===== src/rtl/pack_sched.sv =====
// pack_sched: two-channel round-robin scheduler that feeds whole groups of
// STAGES words from one requester into a downstream packer, then waits for the
// packer's group-complete strobe.
//
// Ports
//   clk, rst_n             clock, asynchronous active-low reset
//   ch0_data/ch1_data      requester words (ELE_WIDTH)
//   ch0_vld/ch1_vld        requester valid (held with stable data until ready)
//   ch0_rdy/ch1_rdy        ready back to the requesters (combinational)
//   pk_data, pk_vld        word and one-cycle strobe to the packer
//   pk_rst_n               registered synchronous active-low clear to the packer
//   pk_out_vld             packer group-complete strobe
//   grp_vld, grp_ch        one-cycle group-done pulse and owning channel
//   abort_cnt              saturating count of aborted groups
//   pk_err                 sticky flag: packer never signalled completion
//   busy                   scheduler is not idle
module pack_sched #(
  parameter int ELE_WIDTH = 32,
  parameter int STAGES    = 4,    // 2..16
  parameter int TIMEOUT   = 255   // 1..255
) (
  input  logic                 clk,
  input  logic                 rst_n,
  input  logic [ELE_WIDTH-1:0] ch0_data,
  input  logic [ELE_WIDTH-1:0] ch1_data,
  input  logic                 ch0_vld,
  input  logic                 ch1_vld,
  output logic                 ch0_rdy,
  output logic                 ch1_rdy,
  output logic [ELE_WIDTH-1:0] pk_data,
  output logic                 pk_vld,
  output logic                 pk_rst_n,
  input  logic                 pk_out_vld,
  output logic                 grp_vld,
  output logic                 grp_ch,
  output logic [7:0]           abort_cnt,
  output logic                 pk_err,
  output logic                 busy
);

  localparam int WCW = $clog2(STAGES);

  typedef enum logic [1:0] {IDLE, GRANT, WAIT_OUT, ABORT} state_e;

  state_e                 state_q;
  logic                   owner_q;
  logic                   last_owner_q;
  logic [WCW-1:0]         word_cnt_q;
  logic [7:0]             stall_cnt_q;
  logic [1:0]             wait_cnt_q;
  logic [ELE_WIDTH-1:0]   pk_data_q;
  logic                   pk_vld_q;
  logic                   pk_rst_n_q;
  logic                   grp_vld_q;
  logic                   grp_ch_q;
  logic [7:0]             abort_cnt_q;
  logic                   pk_err_q;

  logic                   owner_vld;
  logic [ELE_WIDTH-1:0]   owner_data;
  logic                   req_owner;
  logic [7:0]             stall_cnt_d;

  assign owner_vld   = owner_q ? ch1_vld  : ch0_vld;
  assign owner_data  = owner_q ? ch1_data : ch0_data;
  assign stall_cnt_d = stall_cnt_q + 8'd1;

  // On a tie the channel that did not own the previous group wins.
  assign req_owner = (ch0_vld && ch1_vld) ? ~last_owner_q : ch1_vld;

  assign ch0_rdy = (state_q == GRANT) && !owner_q;
  assign ch1_rdy = (state_q == GRANT) &&  owner_q;

  assign pk_data   = pk_data_q;
  assign pk_vld    = pk_vld_q;
  assign pk_rst_n  = pk_rst_n_q;
  assign grp_vld   = grp_vld_q;
  assign grp_ch    = grp_ch_q;
  assign abort_cnt = abort_cnt_q;
  assign pk_err    = pk_err_q;
  assign busy      = (state_q != IDLE);

  // NOTE: every register here is assigned with <=, so each branch reads the
  // values from before the edge regardless of statement order.
  always_ff @(posedge clk or negedge rst_n) begin
    if (!rst_n) begin
      state_q      <= IDLE;
      owner_q      <= 1'b0;
      last_owner_q <= 1'b1;
      word_cnt_q   <= '0;
      stall_cnt_q  <= '0;
      wait_cnt_q   <= '0;
      pk_data_q    <= '0;
      pk_vld_q     <= 1'b0;
      pk_rst_n_q   <= 1'b0;
      grp_vld_q    <= 1'b0;
      grp_ch_q     <= 1'b0;
      abort_cnt_q  <= '0;
      pk_err_q     <= 1'b0;
    end else begin
      // NOTE: strobes default to their idle level each cycle and are only
      // raised by the branch that needs them, so they last exactly one cycle.
      pk_vld_q   <= 1'b0;
      grp_vld_q  <= 1'b0;
      pk_rst_n_q <= 1'b1;

      case (state_q)
        IDLE: begin
          if (ch0_vld || ch1_vld) begin
            owner_q     <= req_owner;
            word_cnt_q  <= '0;
            stall_cnt_q <= '0;
            state_q     <= GRANT;
          end
        end

        GRANT: begin
          // A handshake takes priority over a timeout landing on the same edge.
          if (owner_vld) begin
            pk_data_q   <= owner_data;
            pk_vld_q    <= 1'b1;
            word_cnt_q  <= word_cnt_q + WCW'(1);
            stall_cnt_q <= '0;
            if (word_cnt_q == WCW'(STAGES - 1)) begin
              wait_cnt_q <= '0;
              state_q    <= WAIT_OUT;
            end
          end else begin
            stall_cnt_q <= stall_cnt_d;
            if (stall_cnt_d == 8'(TIMEOUT)) begin
              pk_rst_n_q <= 1'b0;
              state_q    <= ABORT;
            end
          end
        end

        WAIT_OUT: begin
          if (pk_out_vld) begin
            grp_vld_q    <= 1'b1;
            grp_ch_q     <= owner_q;
            last_owner_q <= owner_q;
            state_q      <= IDLE;
          end else if (wait_cnt_q == 2'd2) begin
            // Third cycle without completion: the packer is considered lost.
            pk_err_q   <= 1'b1;
            pk_rst_n_q <= 1'b0;
            state_q    <= ABORT;
          end else begin
            wait_cnt_q <= wait_cnt_q + 2'd1;
          end
        end

        ABORT: begin
          if (abort_cnt_q != 8'hFF) abort_cnt_q <= abort_cnt_q + 8'd1;
          last_owner_q <= owner_q;
          state_q      <= IDLE;
        end

        default: state_q <= IDLE;
      endcase
    end
  end

endmodule

===== config.mk =====
export PLATFORM = sky130hd
export DESIGN_NAME = pack_sched
export DESIGN_NICKNAME = d
export VERILOG_FILES = /design/src/rtl/pack_sched.sv
export SDC_FILE = /design/constraint.sdc
export NUM_CORES = 1
export LEC_CHECK = 0
export ABC_CLOCK_PERIOD_IN_PS = 5450
export CORE_MARGIN = 5
export CORE_UTILIZATION = 47
export DETAILED_ROUTE_END_ITERATION = 8
export PLACE_DENSITY = 0.86
export REMOVE_ABC_BUFFERS = 1
export SLEW_MARGIN = 20
export SYNTH_ARGS = -nofsm -noshare
export SYNTH_HDL_FRONTEND = slang
export SYNTH_SLANG_ARGS = --single-unit

===== constraint.sdc =====
create_clock -name clk -period 5.45 [get_ports clk]
set_input_delay 1.3625 -clock clk [delete_from_list [all_inputs] [get_ports clk]]
set_output_delay 1.3625 -clock clk [all_outputs]
set_load 0.01 [all_outputs]

==> summary.txt, run 1 <==
Die
  • Die area: 7990 µm²
  • Chip height: between 80 and 90 µm
  • Site Rows: 29
  • Core area: 6240 µm²
  • Die extent in x: just under 90 µm
  • Initial core utilization: 0.474
  • I/O pin count: 117

CTS
  • Clock slew at reported path FFs: 0.07 ns
  • Post-CTS sizing: 0
  • H-tree depth: 3
  • Hold Buf Count CTS: 0
  • Setup repair bufs after CTS: 0
  • TritonCTS buffer count: 9
  • Clock buffer depth: 2
  • Clock root cell: clkbuf_8
  • CTS Sinks: just over 60
  • Clk Latency, worst-skew pair: 0.33 ns
  • CTS tree: done

Worst setup path
  • Crit path arrival time: 1.91 ns
  • Startpoint types: register
  • RR Startpoint: owner_q$_DFFE_PN0P_
  • Worst R2R Setup Slack: about 3.2 ns
  • Crit-path max cell delay: between 0.5 and 0.6 ns
  • Kind of critical path: register to primary output
  • Critical Path Fanout Max: 8
  • Top cell family by delay on the critical path: buffers and inverters
  • Worst setup EP type: primary output
  • FF-to-FF End: word_cnt_q[1]$_DFFE_PN0P_
  • WP depth: 4
  • Worst Path Buf+Inv: 2
  • Critical-path cell list: inv_1, ha_1, nor2b_1, clkdlybuf4s50_1
  • WP data required: 4.09 ns
  • CP max stage cell: clkdlybuf4s50_1
  • Crit path launch: state_q[1]$_DFFE_PN0P_
  • Worst Setup EP: ch0_rdy
  • R2R depth: 6

Yosys
  • Yosys warnings: 0
  • Syn avg cell area: 10.1 µm²
  • Yosys cell types: 38
  • Fraction of synthesized cell area in xor and xnor cells: 0.0266
  • Sequential-to-total area share from yosys stat: 0.516
  • Mapped Area: just under 3000 µm²
  • Post-Synth Adder-Cell Area: 0.0380
  • Synth Area in Simple Gates: 0.139
  • Post-Syn Instances: 293
  • #FFs+latches synth: 61
  • Largest family of logic cells by synthesized area: simple AND/OR/NAND/NOR gates
  • Compound-Gate Fraction of Synth Area: 0.126
  • Post-synthesis mux area share: 0.120

Global routing
  • Overflow after GRT: 0
  • Initial antenna violation count: 0
  • First-pass GRT wire length: 11200 µm
  • Largest net degree at the start of global routing: 68
  • Vias in the first global route: 2485
  • GRT Total Usage: 0.187

Placed design
  • IO Port Bufs: roughly 120
  • Placer congestion estimate: 0.825
  • HPWL after detailed placement: 5270 µm
  • Placed Cells incl. Taps: 476

Power
  • Net Sw Frac: 0.359
  • Power Dens Cells: 506 nW/µm²
  • Peak VDD IR: 288 µV
  • Combinational power share: 0.475
  • Sw Pwr: 0.000801 W
  • Internal power: 0.00143 W
  • Flop pwr share: 0.337
  • Clock share of power: 0.187
  • Leakage: between 1.5 and 2 nW

Detailed routing
  • DRC Markers: 0
  • Vias post-DR: around 2500
  • Drt wl/cell: 14.6 µm
  • Vias/cell: 5.15
  • First drt pass iteration count: 4
  • Detailed Route WL: 7200 µm
  • DR iter-0 viols: 190
  • Remaining antenna violation count: 0

STA
  • RSZ-0062 raised after global routing: false
  • Fmax: around 0.31 GHz
  • Final setup vio count: 0
  • Clk_skew: 0.00493 ns
  • Final Cycle Share: 0.601
  • Setup TNS: 0 ns
  • Tightest Pin Transition: between 0.7 and 0.8 ns
  • Final hold violation count: 0
  • Tmin final: 3.28 ns
  • Slew Limit Headroom: 0.505
  • Slew Limit Fails: 0

Status
  • Status: finished, final reports clean

Layout
  • Diode count: 0
  • Layout area overhead: 48.9%
  • Util after Layout: 0.706
  • Most frequent cells in the layout: 115 x clkdlybuf4s50_1, 59 x dfrtp_1, 49 x nand2_1, 47 x o21ai_0, 32 x mux2i_1
  • Final non-filler cell total: about 490
  • Commonest non-fill, non-tap cell in the layout: clkdlybuf4s50_1
  • Proportion of layout cells with a drive suffix above 1: 0.0625
  • # nets final: roughly 500

Worst hold path
  • Hold crit path type: register to register

Run
  • Max-Cap Viols: 0
[worst min-delay path by stage]
stage | from | to | slack (ns) | depth (start not counted)
2_1_floorplan | stall_cnt_q[7]$_DFFE_PN0P_ | stall_cnt_q[7]$_DFFE_PN0P_ | 0.45 | 1
3_3_place_gp | pk_data[12]$_DFFE_PN0P_ | pk_data[12]$_DFFE_PN0P_ | 0.46 | 2
3_5_place_dp | pk_data[20]$_DFFE_PN0P_ | pk_data[20]$_DFFE_PN0P_ | 0.47 | 2
4_1_cts | pk_data[23]$_DFFE_PN0P_ | pk_data[23]$_DFFE_PN0P_ | 0.48 | 2
5_1_grt | pk_data[4]$_DFFE_PN0P_ | pk_data[4]$_DFFE_PN0P_ | 0.51 | 2
6_report | pk_data[24]$_DFFE_PN0P_ | pk_data[24]$_DFFE_PN0P_ | 0.48 | 2
[cells in the mapped netlist (all sizes together)]
master,count,area [µm²]
a211oi,1,7.51
a21oi,4,20.0
a22o,1,8.76
a31oi,1,6.26
and2,2,12.5
and3,2,12.5
and4,1,8.76
buf,9,45.0
clkbuf,3,11.3
dfrtp,60,1500
dfstp,1,26.3
ha,9,113
inv,11,41.3
mux2,2,22.5
mux2i,33,334
nand2,49,184
nand2b,7,43.8
nand3,9,45.0
nand4,4,25.0
nor2,9,33.8
nor2b,2,12.5
nor3,1,5.00
nor4,1,6.26
nor4b,1,8.76
o211ai,1,7.51
o21a,1,7.51
o21ai,49,245
o21bai,1,7.51
o221ai,1,15.0
o31ai,4,30.0
o32a,1,10.0
o41ai,1,8.76
or3,1,6.26
or3b,1,8.76
xnor2,4,35.0
xor2,5,43.8
[final cells by class]
| class | instances | area [µm²] |
|---|---|---|
| Fill cell | 488 | 1830 |
| Sequential cell | 61 | 1530 |
| Inverter | 11 | 41.3 |
| Clock inverter | 3 | 42.5 |
| Timing Repair Buffer | 119 | 1190 |
| Tap cell | 77 | 96.3 |
| Multi-Input combinational cell | 209 | 1340 |
| Clock buffer | 13 | 169 |
[per-layer routing]
layer	GRT usage	vias up	share of wire
li1	-	1249	-
met1	0.212	1188	0.40
met3	0.0737	9	0.092
met5	0	-	0
met2	0.318	91	0.49
met4	0.0704	0	0.014
[kinds of logic (layout without fill, tap and decap cells)]
family          Yosys count  in the layout
flops                    61             61
buf+inv                  23            146
mux                      35             35
xor+xnor                  9              9
fa+ha+maj                 9              9
compound gates           66             66
simple gates             90             90
[worst reg2reg max path: cells and delay by family (launching register included)]
kind | cells | cell delay [ns]
buf+inv | 3 | 0.82
flops | 1 | 0.34
simple gates | 1 | 0.36
compound gates | 1 | 0.23
mux | 1 | 0.37
[registers in the layout, summed over array words and instances, names as in the netlist]
register	count
abort_cnt	8
grp_ch	1
grp_vld	1
last_owner_q	1
owner_q	1
pk_data	32
pk_err	1
pk_rst_n	1
pk_vld	1
stall_cnt_q	8
state_q	2
wait_cnt_q	2
word_cnt_q	2
[through the flow]
| stage | power [W] | hold slack [ns] | setup slack (ns) | cell area (µm²) |
|---|---|---|---|---|
| after global placement | 0.00178 | 0.461 | 2.00 | 4180 |
| final | 0.00223 | 0.478 | 2.17 | 4410 |
| after floorplan | 0.00131 | 0.445 | 2.13 | 2900 |
| after global routing | 0.00239 | 0.508 | 2.06 | 4410 |
| after detailed placement | 0.00182 | 0.470 | 1.90 | 4180 |
| after CTS | 0.00224 | 0.485 | 2.15 | 4390 |
[power by group through the flow]
stage | registers, W | clock network, W | logic, W
6_report | 0.000753 | 0.000418 | 0.00106
5_1_grt | 0.000777 | 0.000446 | 0.00117
4_1_cts | 0.000753 | 0.000424 | 0.00106
3_5_place_dp | 0.000755 | 0 | 0.00106
3_3_place_gp | 0.000749 | 0 | 0.00103
2_1_floorplan | 0.000860 | 0 | 0.000446
No activity file was read; power rests on OpenSTA's default activity.
==> run 2: changes to the inputs <==
- ABC_CLOCK_PERIOD_IN_PS: 5450 -> 2660
- CORE_UTILIZATION: 47 -> 39
- PLACE_DENSITY: 0.86 -> 0.76
- clock period: 5.45 -> 2.66 ns (I/O delays scaled with it)
==> run 2 against run 1 <==
  * Combinational power up 110%
  * Die area grew 18%
  * Sequential share of layout area is 0.63 points lower
  * Critical path depth stayed put
  * Critical endpoint is now busy
==> summary.txt, run 2 (synthesis gave the netlist of run 1 again) <==
Global routing
  • First-pass GRT wire length: 12400 µm (+11%)
  • Largest net degree at the start of global routing: 46 (-32%)
  • Initial antenna violation count: 0 (unchanged)
  • Overflow after GRT: 0 (unchanged)
  • GRT Total Usage: 0.161 (-0.0257)
  • Vias in the first global route: 2649 (+6.6%)

Status
  • Status: finished, final reports clean

Die
  • Chip height: 97.1 µm (+8.7%)
  • Initial core utilization: 0.404 (-0.0705)
  • Core area: 7330 µm² (+17%)
  • Die extent in x: 97.1 µm (+8.7%)
  • Die area: 9430 µm² (+18%)
  • Site Rows: 31 (+6.9%)
  • I/O pin count: 117 (unchanged)

Detailed routing
  • Vias/cell: 4.95 (-3.9%)
  • First drt pass iteration count: 4 (unchanged)
  • Vias post-DR: 2558 (+0.83%)
  • Detailed Route WL: 7380 µm (+2.5%)
  • DRC Markers: 0 (unchanged)
  • Remaining antenna violation count: 0 (unchanged)
  • DR iter-0 viols: 126 (-34%)
  • Drt wl/cell: 14.3 µm (-2.3%)

CTS
  • Post-CTS sizing: 1 (+1)
  • Clk Latency, worst-skew pair: 0.33 ns (about the same)
  • TritonCTS buffer count: 9 (unchanged)
  • CTS tree: done
  • Clock root cell: clkbuf_8
  • Clock buffer depth: 2 (unchanged)
  • Clock slew at reported path FFs: 0.07 ns (about the same)
  • H-tree depth: 3 (unchanged)
  • Hold Buf Count CTS: 0 (unchanged)
  • CTS Sinks: 61 (unchanged)
  • Setup repair bufs after CTS: 0 (unchanged)

STA
  • Final hold violation count: 0 (unchanged)
  • RSZ-0062 raised after global routing: false
  • Slew Limit Headroom: 0.581 (+0.0768)
  • Tmin final: 2.53 ns
  • Tightest Pin Transition: 0.624 ns (-0.119 ns)
  • Final setup vio count: 0 (unchanged)
  • Final Cycle Share: 0.951
  • Slew Limit Fails: 0 (unchanged)
  • Fmax: 0.395 GHz
  • Clk_skew: 0.00612 ns (+0.00119 ns)

Power
  • Leakage: 2.01 nW (+1.3%)
  • Power Dens Cells: 1050 nW/µm² (+110%)
  • Peak VDD IR: 506 µV (+76%)
  • Total power: 0.00470 W (+110%)

Worst setup path
  • WP data required: 2.00 ns (-2.09 ns)
  • CP max stage cell: clkdlybuf4s50_1
  • Startpoint types: register
  • Crit path arrival time: 1.87 ns (-0.04 ns)
  • Critical Path Fanout Max: 6 (-2)
  • Kind of critical path: register to primary output
  • Critical-path cell list: inv_1, ha_1, inv_1, clkdlybuf4s50_1
  • Crit path top cell by count: inv_1
  • Crit-path max cell delay: 0.54 ns (about the same)
  • Worst setup EP type: primary output
  • Top cell family by delay on the critical path: buffers and inverters
  • Worst Path Buf+Inv: 3 (+1)

Layout
  • Register area: 1530 µm² (unchanged)
  • Most frequent cells in the layout: 115 x clkdlybuf4s50_1, 59 x dfrtp_1, 49 x nand2_1, 47 x o21ai_0, 32 x mux2i_1
  • Final non-filler cell total: 517 (+4.9%)
  • Proportion of layout cells with a drive suffix above 1: 0.0694 (+0.00688)
  • Layout area overhead: 51.6%
  • Area occupied by multi-input gates: 1350 µm² (+0.94%)
  • # nets final: 491 (+0.41%)
  • FILL cells: 614 (+26%)
  • Max reg flops: 32 (unchanged)
  • Diode count: 0 (unchanged)
  • Commonest non-fill, non-tap cell in the layout: clkdlybuf4s50_1

Placed design
  • IO Port Bufs: 116 (unchanged)
  • HPWL after detailed placement: 5620 µm (+6.7%)
  • Placer congestion estimate: 0.846 (+2.5%)
  • Placed Cells incl. Taps: 501 (+5.3%)

Run
  • Max-Cap Viols: 0 (unchanged)

Worst hold path
  • Hold crit path type: input port to async pin
## run 2: cell types whose count changed in the layout (fill, tap and decap cells not counted), sizes merged
| cell | delta |
|---|---|
| buf | +2 |
| bufinv | +1 |
| clkinv | +1 |
| clkbuf | -1 |
| clkinvlp | -1 |
## run 2: area by class of cell
type                            instances  share of cell area
Timing Repair Buffer                  121               0.272
Clock buffer                           12              0.0346
Multi-Input combinational cell        209               0.301
Inverter                               11             0.00920
Tap cell                               99              0.0276
Clock inverter                          4              0.0156
Sequential cell                        61               0.341
## run 2: path summary, 6_finish.rpt
kind	startpoint	endpoint	cells after the start	slack, ns
worst max-delay path	state_q[0]$_DFFE_PN0P_	busy	4	0.13
worst min-delay path	rst_n	abort_cnt[2]$_DFFE_PN0P_	2	0.40
worst max register to register	state_q[1]$_DFFE_PN0P_	stall_cnt_q[5]$_DFFE_PN0P_	7	0.45
worst min register to register	pk_data[10]$_DFFE_PN0P_	pk_data[10]$_DFFE_PN0P_	2	0.48
max in group asynchronous	rst_n	pk_data[0]$_DFFE_PN0P_	3	1.60
min in group clk	pk_data[10]$_DFFE_PN0P_	pk_data[10]$_DFFE_PN0P_	2	0.48
## run 2: layer usage
metal  vias up  routed length, µm  track usage
li1       1256                  -            -
met1      1201               3010        0.190
met2        92               3660        0.268
met3         9                610       0.0668
met4         0                100       0.0518
met5         -                  0            0
## run 2: where the power goes
group	switching, W	internal [W]	total, W
registers	0.000266	0.00130	0.00157
logic	0.00106	0.00115	0.00221
clock network	0.000345	0.000576	0.000921
## run 2: metrics by stage
stage	setup TNS, ns	area (µm²)	worst slack (ns)	hold WS, ns	utilization
floorplan	-18.95	2900	-0.656	0.369	-
global placement	0	4250	0.345	0.461	0.580
detailed placement	0	4250	0.246	0.470	0.580
CTS	0	4480	0.0761	0.417	0.611
global route	0	4490	0.0221	0.442	0.612
finish	0	4490	0.129	0.401	0.612
==> run 3: changes to the inputs <==
- ABC_CLOCK_PERIOD_IN_PS: 2660 -> 2800
- CORE_UTILIZATION: 39 -> 44
- PLACE_DENSITY: 0.76 -> 0.81
- SLEW_MARGIN: 20 -> not set
- clock period: 2.66 -> 2.8 ns (I/O delays scaled with it)
==> run 3 against run 2 <==
  * Setup slack gained 0.049 ns
  * Utilization grew 7.4 points
  * Power shrank 5.3%
  * Clock power shrank 7.2%
  * Design area shrank 1.3%
  * Count of clock-buffer cells in the layout shrank 1
  * Global-route usage grew 2.9 points
  * Critical path depth is the same
  * Combinational power shrank 6%
  * Sequential power shrank 4%
  * Die area shrank 10%
  * Largest power group unchanged
  * Highest routed layer unchanged
==> summary.txt, run 3 (synthesis gave the netlist of run 1 again) <==
Worst setup path
  • Startpoint types: register
  • Critical Path Fanout Max: 8 (+2)
  • Crit path launch: state_q[1]$_DFFE_PN0P_
  • Crit path arrival time: 1.92 ns (+0.05 ns)
  • R2R depth: 7 (unchanged)
  • Worst setup EP type: primary output
  • Kind of critical path: register to primary output
  • RR Startpoint: state_q[0]$_DFFE_PN0P_
  • WP data required: 2.10 ns (+0.10 ns)

Layout
  • # nets final: 490 (-0.20%)
  • FILL cells: 530 (-14%)
  • Max reg flops: 32 (unchanged)
  • Diode count: 0 (unchanged)
  • Layout area overhead: 49.6%
  • Commonest non-fill, non-tap cell in the layout: clkdlybuf4s50_1
  • Most frequent cells in the layout: 115 x clkdlybuf4s50_1, 59 x dfrtp_1, 49 x nand2_1, 47 x o21ai_0, 32 x mux2i_1
  • Final non-filler cell total: 493 (-4.6%)
  • Proportion of layout cells with a drive suffix above 1: 0.0625 (-0.00688)

CTS
  • Clock root cell: clkbuf_8
  • Hold Buf Count CTS: 0 (unchanged)
  • Post-CTS sizing: 0 (-1)
  • H-tree depth: 3 (unchanged)
  • CTS Sinks: 61 (unchanged)
  • Clk Latency, worst-skew pair: 0.33 ns (about the same)
  • TritonCTS buffer count: 9 (unchanged)
  • Clock buffer depth: 2 (unchanged)
  • Clock slew at reported path FFs: 0.07 ns (about the same)
  • CTS tree: done
  • Setup repair bufs after CTS: 0 (unchanged)

Global routing
  • GRT Total Usage: 0.190 (+0.0287)
  • Initial antenna violation count: 0 (unchanged)
  • Largest net degree at the start of global routing: 39 (-15%)
  • First-pass GRT wire length: 12700 µm (+1.9%)
  • Overflow after GRT: 0 (unchanged)
  • Vias in the first global route: 2679 (+1.1%)

Die
  • I/O pin count: 117 (unchanged)
  • Chip height: 92.0 µm (-5.3%)
  • Core area: 6460 µm² (-12%)
  • Initial core utilization: 0.458 (+0.0545)
  • Site Rows: 29 (-6.5%)
  • Die extent in x: 92.0 µm (-5.3%)
  • Die area: 8470 µm² (-10%)

STA
  • Tightest Pin Transition: 0.589 ns (-0.0350 ns)
  • Fmax: 0.381 GHz
  • RSZ-0062 raised after global routing: false
  • Slew Limit Fails: 0 (unchanged)
  • Clk_skew: 0.00887 ns (+0.00275 ns)
  • Final hold violation count: 0 (unchanged)
  • Final Cycle Share: 0.936
  • Slew Limit Headroom: 0.605 (+0.0235)
  • Hold Slack: 0.363 ns (-0.0382 ns)
  • Tmin final: 2.62 ns
  • Final setup vio count: 0 (unchanged)
  • Setup ws final: 0.178 ns (+0.0489 ns)

Detailed routing
  • First drt pass iteration count: 5 (+1)
  • Vias post-DR: 2556 (-0.078%)
  • Detailed Route WL: 7890 µm (+6.9%)
  • Remaining antenna violation count: 0 (unchanged)
  • Drt wl/cell: 16.0 µm (+12%)
  • Vias/cell: 5.18 (+4.8%)
  • DR iter-0 viols: 59 (-53%)
  • DRC Markers: 0 (unchanged)

Power
  • Power Dens Cells: 1000 nW/µm² (-4.1%)
  • Peak VDD IR: 562 µV (+11%)
  • Leakage: 2.00 nW (-0.87%)

Run
  • Max-Cap Viols: 0 (unchanged)

Worst hold path
  • Hold crit path type: input port to async pin

Placed design
  • IO Port Bufs: 116 (unchanged)
  • Placed Cells incl. Taps: 478 (-4.6%)
  • Setup Slack @ Placement: 0.375 ns (+0.128 ns)
  • HPWL after detailed placement: 6110 µm (+8.6%)
  • Placer congestion estimate: 0.794 (-6.1%)

Status
  • Status: finished, final reports clean
==> run 3: where the power goes <==
part | internal (W) | total [W] | switching [W]
clock network | 0.000520 | 0.000855 | 0.000335
registers | 0.00124 | 0.00151 | 0.000277
logic | 0.00107 | 0.00208 | 0.00101
==> run 3: stage by stage <==
step	cell area, µm²	setup TNS (ns)	total power (W)	util
floorplan	2900	-13.91	0.00254	-
global placement	4220	0	0.00353	0.653
detailed placement	4220	0	0.00362	0.653
CTS	4430	0	0.00449	0.686
global route	4430	0	0.00477	0.686
finish	4430	0	0.00445	0.686
==> run 3: cell type report <==
cell class / count / area, µm² / area share
multi-input cells: 209 / 1340 / 0.302
flip-flops and latches: 61 / 1530 / 0.345
clock buffers: 11 / 141 / 0.0319
repair buffers: 120 / 1210 / 0.273
inverters: 11 / 41.3 / 0.00932
well taps: 77 / 96.3 / 0.0218
clock inverters: 4 / 72.6 / 0.0164
==> run 3: per-layer routing <==
metal	share of wire	global-route usage	up-vias
met5	0	0	-
met4	0.0094	0.0594	0
met3	0.11	0.0851	8
met2	0.50	0.328	101
met1	0.38	0.210	1188
li1	-	-	1259
==> run 3: critical path, cell delays in order, from the launching register on <==
cell             delay, ns
dfrtp_1               0.41
inv_1                 0.13
ha_1                  0.33
nor2b_1               0.17
clkdlybuf4s50_1       0.55
==> run 3: worst paths after layout <==
check	endpoint	slack [ns]
setup / recovery	ch0_rdy	0.18
hold / removal	abort_cnt[3]$_DFFE_PN0P_	0.36
setup reg to reg	stall_cnt_q[7]$_DFFE_PN0P_	0.66
hold reg to reg	pk_data[19]$_DFFE_PN0P_	0.48
max in group asynchronous	last_owner_q$_DFFE_PN1P_	1.75
min in group clk	pk_data[19]$_DFFE_PN0P_	0.48
